<file path="config.mk">
export PLATFORM = sky130hd
export DESIGN_NAME = apb_master_bridge_flat
export DESIGN_NICKNAME = d
export VERILOG_FILES = /design/src/rtl/apb_master_bridge_pkg.sv /design/src/rtl/apb_master_bridge_if.sv /design/src/rtl/apb_master_bridge_timeout_cnt.sv /design/src/rtl/apb_master_bridge.sv /design/src/flat_wrapper.sv
export SDC_FILE = /design/constraint.sdc
export NUM_CORES = 1
export LEC_CHECK = 0
export BUFFER_PORTS_ARGS = -buffer_cell sky130_fd_sc_hd__buf_2
export CAP_MARGIN = 40
export CORE_MARGIN = 2
export CORE_UTILIZATION = 26
export CTS_CLUSTER_SIZE = 25
export DETAILED_ROUTE_END_ITERATION = 12
export PLACE_DENSITY_LB_ADDON = 0.3
export SKIP_CTS_REPAIR_TIMING = 1
export SYNTH_ARGS = -nofsm -noshare
export SYNTH_HDL_FRONTEND = slang
export SYNTH_SLANG_ARGS = --single-unit
</file>
<file path="constraint.sdc">
create_clock -name pclk -period 3.1 [get_ports pclk]
set_clock_uncertainty 0.05 [all_clocks]
set_input_delay 0.31 -clock pclk [delete_from_list [all_inputs] [get_ports pclk]]
set_output_delay 0.31 -clock pclk [all_outputs]
set_load 0.02 [all_outputs]
</file>
<file path="src/rtl/apb_master_bridge_pkg.sv">
// apb_pkg: shared state encodings and default widths for the APB master bridge
package apb_pkg;
  localparam int PDATA_W_DEF = 32;
  localparam int PADDR_W_DEF = 32;
  localparam int SEL_BIT_DEF = 12;
  localparam int TIMEOUT_DEF = 16;
  localparam int TO_W_DEF = 5;
  typedef enum logic [1:0] {
    IDLE   = 2'd0,
    SETUP  = 2'd1,
    ACCESS = 2'd2,
    RESP   = 2'd3
  } state_e;
endpackage

</file>
<file path="src/rtl/apb_master_bridge_if.sv">
// apb_master_bridge_if: command/response streams plus APB bus of the bridge
interface apb_master_bridge_if #(
  parameter int PDATA_WIDTH = 32,
  parameter int PADDR_WIDTH = 32
);
  logic                   cmd_valid;
  logic                   cmd_ready;
  logic                   cmd_write;
  logic [PADDR_WIDTH-1:0] cmd_addr;
  logic [PDATA_WIDTH-1:0] cmd_wdata;
  logic                   rsp_valid;
  logic                   rsp_ready;
  logic [PDATA_WIDTH-1:0] rsp_rdata;
  logic                   rsp_err;
  logic                   rsp_timeout;
  logic [PADDR_WIDTH-1:0] paddr;
  logic                   pwrite;
  logic                   psel_0;
  logic                   psel_1;
  logic                   penable;
  logic [PDATA_WIDTH-1:0] pwdata;
  logic [PDATA_WIDTH-1:0] prdata;
  logic                   pready;
  logic                   pslverr;
  modport master (
    input  cmd_valid, cmd_write, cmd_addr, cmd_wdata, rsp_ready, prdata, pready, pslverr,
    output cmd_ready, rsp_valid, rsp_rdata, rsp_err, rsp_timeout,
           paddr, pwrite, psel_0, psel_1, penable, pwdata
  );
  modport slave (
    output cmd_valid, cmd_write, cmd_addr, cmd_wdata, rsp_ready, prdata, pready, pslverr,
    input  cmd_ready, rsp_valid, rsp_rdata, rsp_err, rsp_timeout,
           paddr, pwrite, psel_0, psel_1, penable, pwdata
  );
endinterface

</file>
<file path="src/rtl/apb_master_bridge_timeout_cnt.sv">
// apb_timeout_cnt: counts ACCESS wait cycles and flags the last allowed one
module apb_timeout_cnt #(
  parameter int TIMEOUT_CYC = 16,
  parameter int TO_W = 5
) (
  input  logic pclk,
  input  logic preset_n,
  input  logic clr_i,
  input  logic en_i,
  output logic expired_o
);
  logic [TO_W-1:0] cnt_q, cnt_d;
  // next count: clear wins over increment
  always_comb cnt_d = clr_i ? '0 : en_i ? cnt_q + TO_W'(1) : cnt_q;
  // count register
  always_ff @(posedge pclk or negedge preset_n)
    if (!preset_n) cnt_q <= '0;
    else cnt_q <= cnt_d;
  assign expired_o = cnt_q == TO_W'(TIMEOUT_CYC - 1);
endmodule

</file>
<file path="src/rtl/apb_master_bridge.sv">
// apb_master_bridge: valid/ready command stream to APB transfer with timeout
module apb_master_bridge
  import apb_pkg::*;
#(
  parameter int PDATA_WIDTH = PDATA_W_DEF,
  parameter int PADDR_WIDTH = PADDR_W_DEF,
  parameter int SEL_BIT = SEL_BIT_DEF,
  parameter int TIMEOUT_CYC = TIMEOUT_DEF,
  parameter int TO_W = TO_W_DEF
) (
  input logic pclk,
  input logic preset_n,
  apb_master_bridge_if.master bus
);
  state_e                 state_q;
  logic                   cmd_ready_q, rsp_valid_q, rsp_err_q, rsp_timeout_q;
  logic                   pwrite_q, psel0_q, psel1_q, penable_q;
  logic [PDATA_WIDTH-1:0] rsp_rdata_q, pwdata_q;
  logic [PADDR_WIDTH-1:0] paddr_q;
  logic                   expired;
  apb_timeout_cnt #(.TIMEOUT_CYC(TIMEOUT_CYC), .TO_W(TO_W)) u_to (
    .pclk(pclk),
    .preset_n(preset_n),
    .clr_i(state_q != ACCESS),
    .en_i(state_q == ACCESS && !bus.pready),
    .expired_o(expired)
  );
  // transfer sequencer with all outputs registered
  always_ff @(posedge pclk or negedge preset_n)
    if (!preset_n) begin
      state_q       <= IDLE;
      cmd_ready_q   <= 1'b0;
      rsp_valid_q   <= 1'b0;
      rsp_rdata_q   <= '0;
      rsp_err_q     <= 1'b0;
      rsp_timeout_q <= 1'b0;
      paddr_q       <= '0;
      pwrite_q      <= 1'b0;
      psel0_q       <= 1'b0;
      psel1_q       <= 1'b0;
      penable_q     <= 1'b0;
      pwdata_q      <= '0;
    end else begin
      case (state_q)
        IDLE: begin
          cmd_ready_q <= 1'b1;
          if (bus.cmd_valid && cmd_ready_q) begin
            paddr_q     <= bus.cmd_addr;
            pwrite_q    <= bus.cmd_write;
            pwdata_q    <= bus.cmd_wdata;
            psel0_q     <= !bus.cmd_addr[SEL_BIT];
            psel1_q     <= bus.cmd_addr[SEL_BIT];
            cmd_ready_q <= 1'b0;
            state_q     <= SETUP;
          end
        end
        SETUP: begin
          penable_q <= 1'b1;
          state_q   <= ACCESS;
        end
        ACCESS:
          if (bus.pready || expired) begin
            rsp_rdata_q   <= (bus.pready && !pwrite_q && !bus.pslverr) ? bus.prdata : '0;
            rsp_err_q     <= bus.pready ? bus.pslverr : 1'b1;
            rsp_timeout_q <= !bus.pready;
            psel0_q       <= 1'b0;
            psel1_q       <= 1'b0;
            penable_q     <= 1'b0;
            rsp_valid_q   <= 1'b1;
            state_q       <= RESP;
          end
        RESP:
          if (bus.rsp_ready) begin
            rsp_valid_q <= 1'b0;
            cmd_ready_q <= 1'b1;
            state_q     <= IDLE;
          end
        default: begin
          psel0_q   <= 1'b0;
          psel1_q   <= 1'b0;
          penable_q <= 1'b0;
          state_q   <= IDLE;
        end
      endcase
    end
  assign bus.cmd_ready   = cmd_ready_q;
  assign bus.rsp_valid   = rsp_valid_q;
  assign bus.rsp_rdata   = rsp_rdata_q;
  assign bus.rsp_err     = rsp_err_q;
  assign bus.rsp_timeout = rsp_timeout_q;
  assign bus.paddr       = paddr_q;
  assign bus.pwrite      = pwrite_q;
  assign bus.psel_0      = psel0_q;
  assign bus.psel_1      = psel1_q;
  assign bus.penable     = penable_q;
  assign bus.pwdata      = pwdata_q;
endmodule

</file>
<file path="src/flat_wrapper.sv">
// flat-port wrapper written by rule: the top's interface ports become plain ports
module apb_master_bridge_flat import apb_pkg::*;
#(
  parameter int PDATA_WIDTH = PDATA_W_DEF,
  parameter int PADDR_WIDTH = PADDR_W_DEF,
  parameter int SEL_BIT = SEL_BIT_DEF,
  parameter int TIMEOUT_CYC = TIMEOUT_DEF,
  parameter int TO_W = TO_W_DEF
)
  (pclk, preset_n, bus_cmd_valid, bus_cmd_write, bus_cmd_addr, bus_cmd_wdata, bus_rsp_ready, bus_prdata, bus_pready, bus_pslverr, bus_cmd_ready, bus_rsp_valid, bus_rsp_rdata, bus_rsp_err, bus_rsp_timeout, bus_paddr, bus_pwrite, bus_psel_0, bus_psel_1, bus_penable, bus_pwdata);
  apb_master_bridge_if #(.PDATA_WIDTH(PDATA_WIDTH), .PADDR_WIDTH(PADDR_WIDTH)) bus_i ();
  input logic pclk;
  input logic preset_n;
  input wire logic [$bits(bus_i.cmd_valid)-1:0] bus_cmd_valid;
  input wire logic [$bits(bus_i.cmd_write)-1:0] bus_cmd_write;
  input wire logic [$bits(bus_i.cmd_addr)-1:0] bus_cmd_addr;
  input wire logic [$bits(bus_i.cmd_wdata)-1:0] bus_cmd_wdata;
  input wire logic [$bits(bus_i.rsp_ready)-1:0] bus_rsp_ready;
  input wire logic [$bits(bus_i.prdata)-1:0] bus_prdata;
  input wire logic [$bits(bus_i.pready)-1:0] bus_pready;
  input wire logic [$bits(bus_i.pslverr)-1:0] bus_pslverr;
  output wire logic [$bits(bus_i.cmd_ready)-1:0] bus_cmd_ready;
  output wire logic [$bits(bus_i.rsp_valid)-1:0] bus_rsp_valid;
  output wire logic [$bits(bus_i.rsp_rdata)-1:0] bus_rsp_rdata;
  output wire logic [$bits(bus_i.rsp_err)-1:0] bus_rsp_err;
  output wire logic [$bits(bus_i.rsp_timeout)-1:0] bus_rsp_timeout;
  output wire logic [$bits(bus_i.paddr)-1:0] bus_paddr;
  output wire logic [$bits(bus_i.pwrite)-1:0] bus_pwrite;
  output wire logic [$bits(bus_i.psel_0)-1:0] bus_psel_0;
  output wire logic [$bits(bus_i.psel_1)-1:0] bus_psel_1;
  output wire logic [$bits(bus_i.penable)-1:0] bus_penable;
  output wire logic [$bits(bus_i.pwdata)-1:0] bus_pwdata;
  assign bus_i.cmd_valid = bus_cmd_valid;
  assign bus_i.cmd_write = bus_cmd_write;
  assign bus_i.cmd_addr = bus_cmd_addr;
  assign bus_i.cmd_wdata = bus_cmd_wdata;
  assign bus_i.rsp_ready = bus_rsp_ready;
  assign bus_i.prdata = bus_prdata;
  assign bus_i.pready = bus_pready;
  assign bus_i.pslverr = bus_pslverr;
  assign bus_cmd_ready = bus_i.cmd_ready;
  assign bus_rsp_valid = bus_i.rsp_valid;
  assign bus_rsp_rdata = bus_i.rsp_rdata;
  assign bus_rsp_err = bus_i.rsp_err;
  assign bus_rsp_timeout = bus_i.rsp_timeout;
  assign bus_paddr = bus_i.paddr;
  assign bus_pwrite = bus_i.pwrite;
  assign bus_psel_0 = bus_i.psel_0;
  assign bus_psel_1 = bus_i.psel_1;
  assign bus_penable = bus_i.penable;
  assign bus_pwdata = bus_i.pwdata;
  apb_master_bridge #(.PDATA_WIDTH(PDATA_WIDTH), .PADDR_WIDTH(PADDR_WIDTH), .SEL_BIT(SEL_BIT), .TIMEOUT_CYC(TIMEOUT_CYC), .TO_W(TO_W)) u_core (.pclk(pclk), .preset_n(preset_n), .bus(bus_i));
endmodule
</file>
==> out/qor.yml <==
status: "finished clean"
antenna_found_initial: 0
worstSetupEndpointType: "register"
setup_tns_ns: 0
place.gp.congestion: 0.758
placed_area_mm2: 0.00554
antenna_cells: 0
whs_ns: 0.0918
synthCells: 414
setup_viol: 0
drt-pass1-iter-count: 4
synthDistinctLibCells: 30
fin_util_pct: 35.5
min-delay-start: "bus_cmd_addr[6]"
max_cap_viol_count: 0
power_frac_clock_pct: 18.9
worstHoldPathCells: 3
pre_cts_slack_ns: 1.02
syn2layout_area_growth_pct: 34.9
max-slew-margin-rel_pct: 53.5
hold_end: "u_core.bus.paddr[6]"
synth_seq_cells: 111
stdcell_area_mm2: 0.00583
grt_pass1_wl_mm: 18.1
synthTopCellsByCount: "197 x nand2_1, 111 x dfrtp_1, 33 x a22o_1"
pin_count: 207
grt_pass1_vias: 3661
nets: 724
ff2ff_setup_slack_ns: 1.02
portBuffers: 206
finalHoldViolations: 0
p_int_mw: 3.55
r2r_cells: 6
die-height_um: 133
arrival_ns: 2.27
multiInputGateArea_mm2: 0.00138
num_vias: 3564
drive_gt1_share_pct: 37.2
core_area_mm2: 0.0164
cts_tree: "done"
syn-num-nets: 522
drv_slew: 0
cts_root_buf: "clkbuf_16"
finalCriticalPeriod_ns: 2.08
wl_per_cell_um: 13.2
hold_path.class: "in -> reg"
routed_wl_mm: 11.0
power.density_mw_per_mm2: 1030
insertion_delay_ns: 0.35
fill_cells: 1702
track_usage_pct: 12.8
pwr-share-seq_pct: 39.6
worstSetupPathType: "reg -> reg"
fin_ws_ns: 1.02
rsz0062_at_grt: "false"
cts.sinks: 111
p_comb_share_pct: 41.5
synth_area_per_cell_um2: 10.4
yosysMostFrequentCell: "nand2_1"
fp.dieW_um: 133
async_flop_share_pct: 100
ys_seq_area_share_pct: 64.3
timing.final.crit_share_pct: 67.2
ctsLongestPathBuffers: 2
p_sw_share_pct: 40.8
synth-edff-count: 0
ir_worst_vdd_mv: 0.322
vias_per_cell: 4.25
syn_area_mm2: 0.00432
required_ns: 3.29
yosys.area.top_type: "dfrtp_1"
grt_overflow: 0
yosysTopAreaCellShare_pct: 64.3
clk_pin_slew_ns: 0.07
r2r-start: "u_core.state_q[0]"
clock.fmax_mhz: 480
rows: 47
numCtsBuffers: 9
yosys-top-cells-area: "dfrtp_1 64%, nand2_1 17%, a22o_1 6.7%"
yosysWarnings: 0
cp-start-kind: "register"
worst-path-max-fanout: 53
power_leakage_nw: 3.30
dr.first_iter.drc_count: 134
grt_max_degree: 59
dp_hpwl_mm: 7.97
yosys_most_used_dff: "dfrtp_1"
route.detailed.drc: 0
regArea_mm2: 0.00278
drtAntennaViolNets: 0
die_area_mm2: 0.0177
switchingPower_mw: 2.44
initial_utilization_pct: 26.3
htreeDepth: 3
reg2reg_to: "u_core.bus.psel_0"
worst_pin_slew_ns: 0.698
==> metal layers <==
metal	global-route usage (%)	vias to the layer above	part of all wire, %
met1	16.1	1682	43
met2	20.6	122	48
met4	6.45	0	2.6
li1	-	1741	-
met5	0	-	0
met3	3.03	19	6.1
==> per-stage QoR <==
step | power, mW | std cells
after detailed placement | 4.93 | 824
after CTS | 6.09 | 838
after floorplan | 4.01 | 414
final | 5.99 | 839
after global routing | 6.42 | 839
after global placement | 4.86 | 824
==> worst max-delay path by stage <==
stage                          from                 to  slack [ns]  cells after the start
6_report          u_core.state_q[0]  u_core.bus.psel_0        1.02                      6
4_1_cts           u_core.state_q[0]  u_core.bus.psel_0        1.00                      6
3_5_place_dp      u_core.state_q[0]  u_core.bus.psel_0        1.02                      6
5_1_grt           u_core.state_q[0]  u_core.bus.psel_0        0.81                      6
2_1_floorplan  u_core.u_to.cnt_q[0]  u_core.state_q[1]        1.36                      6
3_3_place_gp      u_core.state_q[0]  u_core.bus.psel_0        1.09                      6
==> power by group through the flow <==
stage	Combinational, mW	Clock [mW]	Sequential (mW)
2_1_floorplan	0.917	0	3.09
3_3_place_gp	2.47	0	2.39
3_5_place_dp	2.53	0	2.40
4_1_cts	2.53	1.18	2.38
5_1_grt	2.72	1.24	2.46
6_report	2.49	1.13	2.37
==> sequential cells by signal (all words and copies together) (netlist names) <==
signal and count:
u_core.bus.paddr 32, u_core.bus.pwdata 32, u_core.bus.rsp_rdata 32, u_core.u_to.cnt_q 5
u_core.state_q 2, u_core.bus.cmd_ready 1, u_core.bus.penable 1, u_core.bus.psel_0 1
u_core.bus.psel_1 1, u_core.bus.pwrite 1, u_core.bus.rsp_err 1, u_core.bus.rsp_timeout 1
u_core.bus.rsp_valid 1
==> placed cells by master, fill, tap and decap left out, types with 2 or more instances in the layout <==
cell type / count
inv_1: 6
nor2_1: 7
a21oi_1: 6
xor2_1: 2
nand2_1: 197
clkbuf_16: 9
clkbuf_1: 2
ha_1: 5
buf_4: 6
buf_2: 205
o21ai_0: 5
a22o_1: 33
nor2b_1: 3
dfrtp_1: 111
==> critical path, stage by stage, from the launching register on <==
cell and delay [ns]:
dfrtp_1 0.37, inv_1 0.08, ha_1 0.30, nand3_2 0.28
buf_4 0.51, o22ai_1 0.17, a22o_1 0.20
==> final cells by class <==
class	instances	share of cell area [%]
multi-input combinational	275	23.6
sequential	111	47.6
timing repair buffer	213	18.9
tap	220	4.72
clock inverter	3	0.794
inverter	6	0.386
clock buffer	11	3.99
==> kinds of logic after synthesis <==
logic type	synth area share [%]
multiplexers	0.492
AND/OR/NAND/NOR	19.7
adder cells (fa/ha/maj)	1.45
buffers and inverters	3.91
AO/OA/AOI/OAI	9.58
flip-flops	64.3
XOR/XNOR	0.608
(Power assumes the default switching activity.)
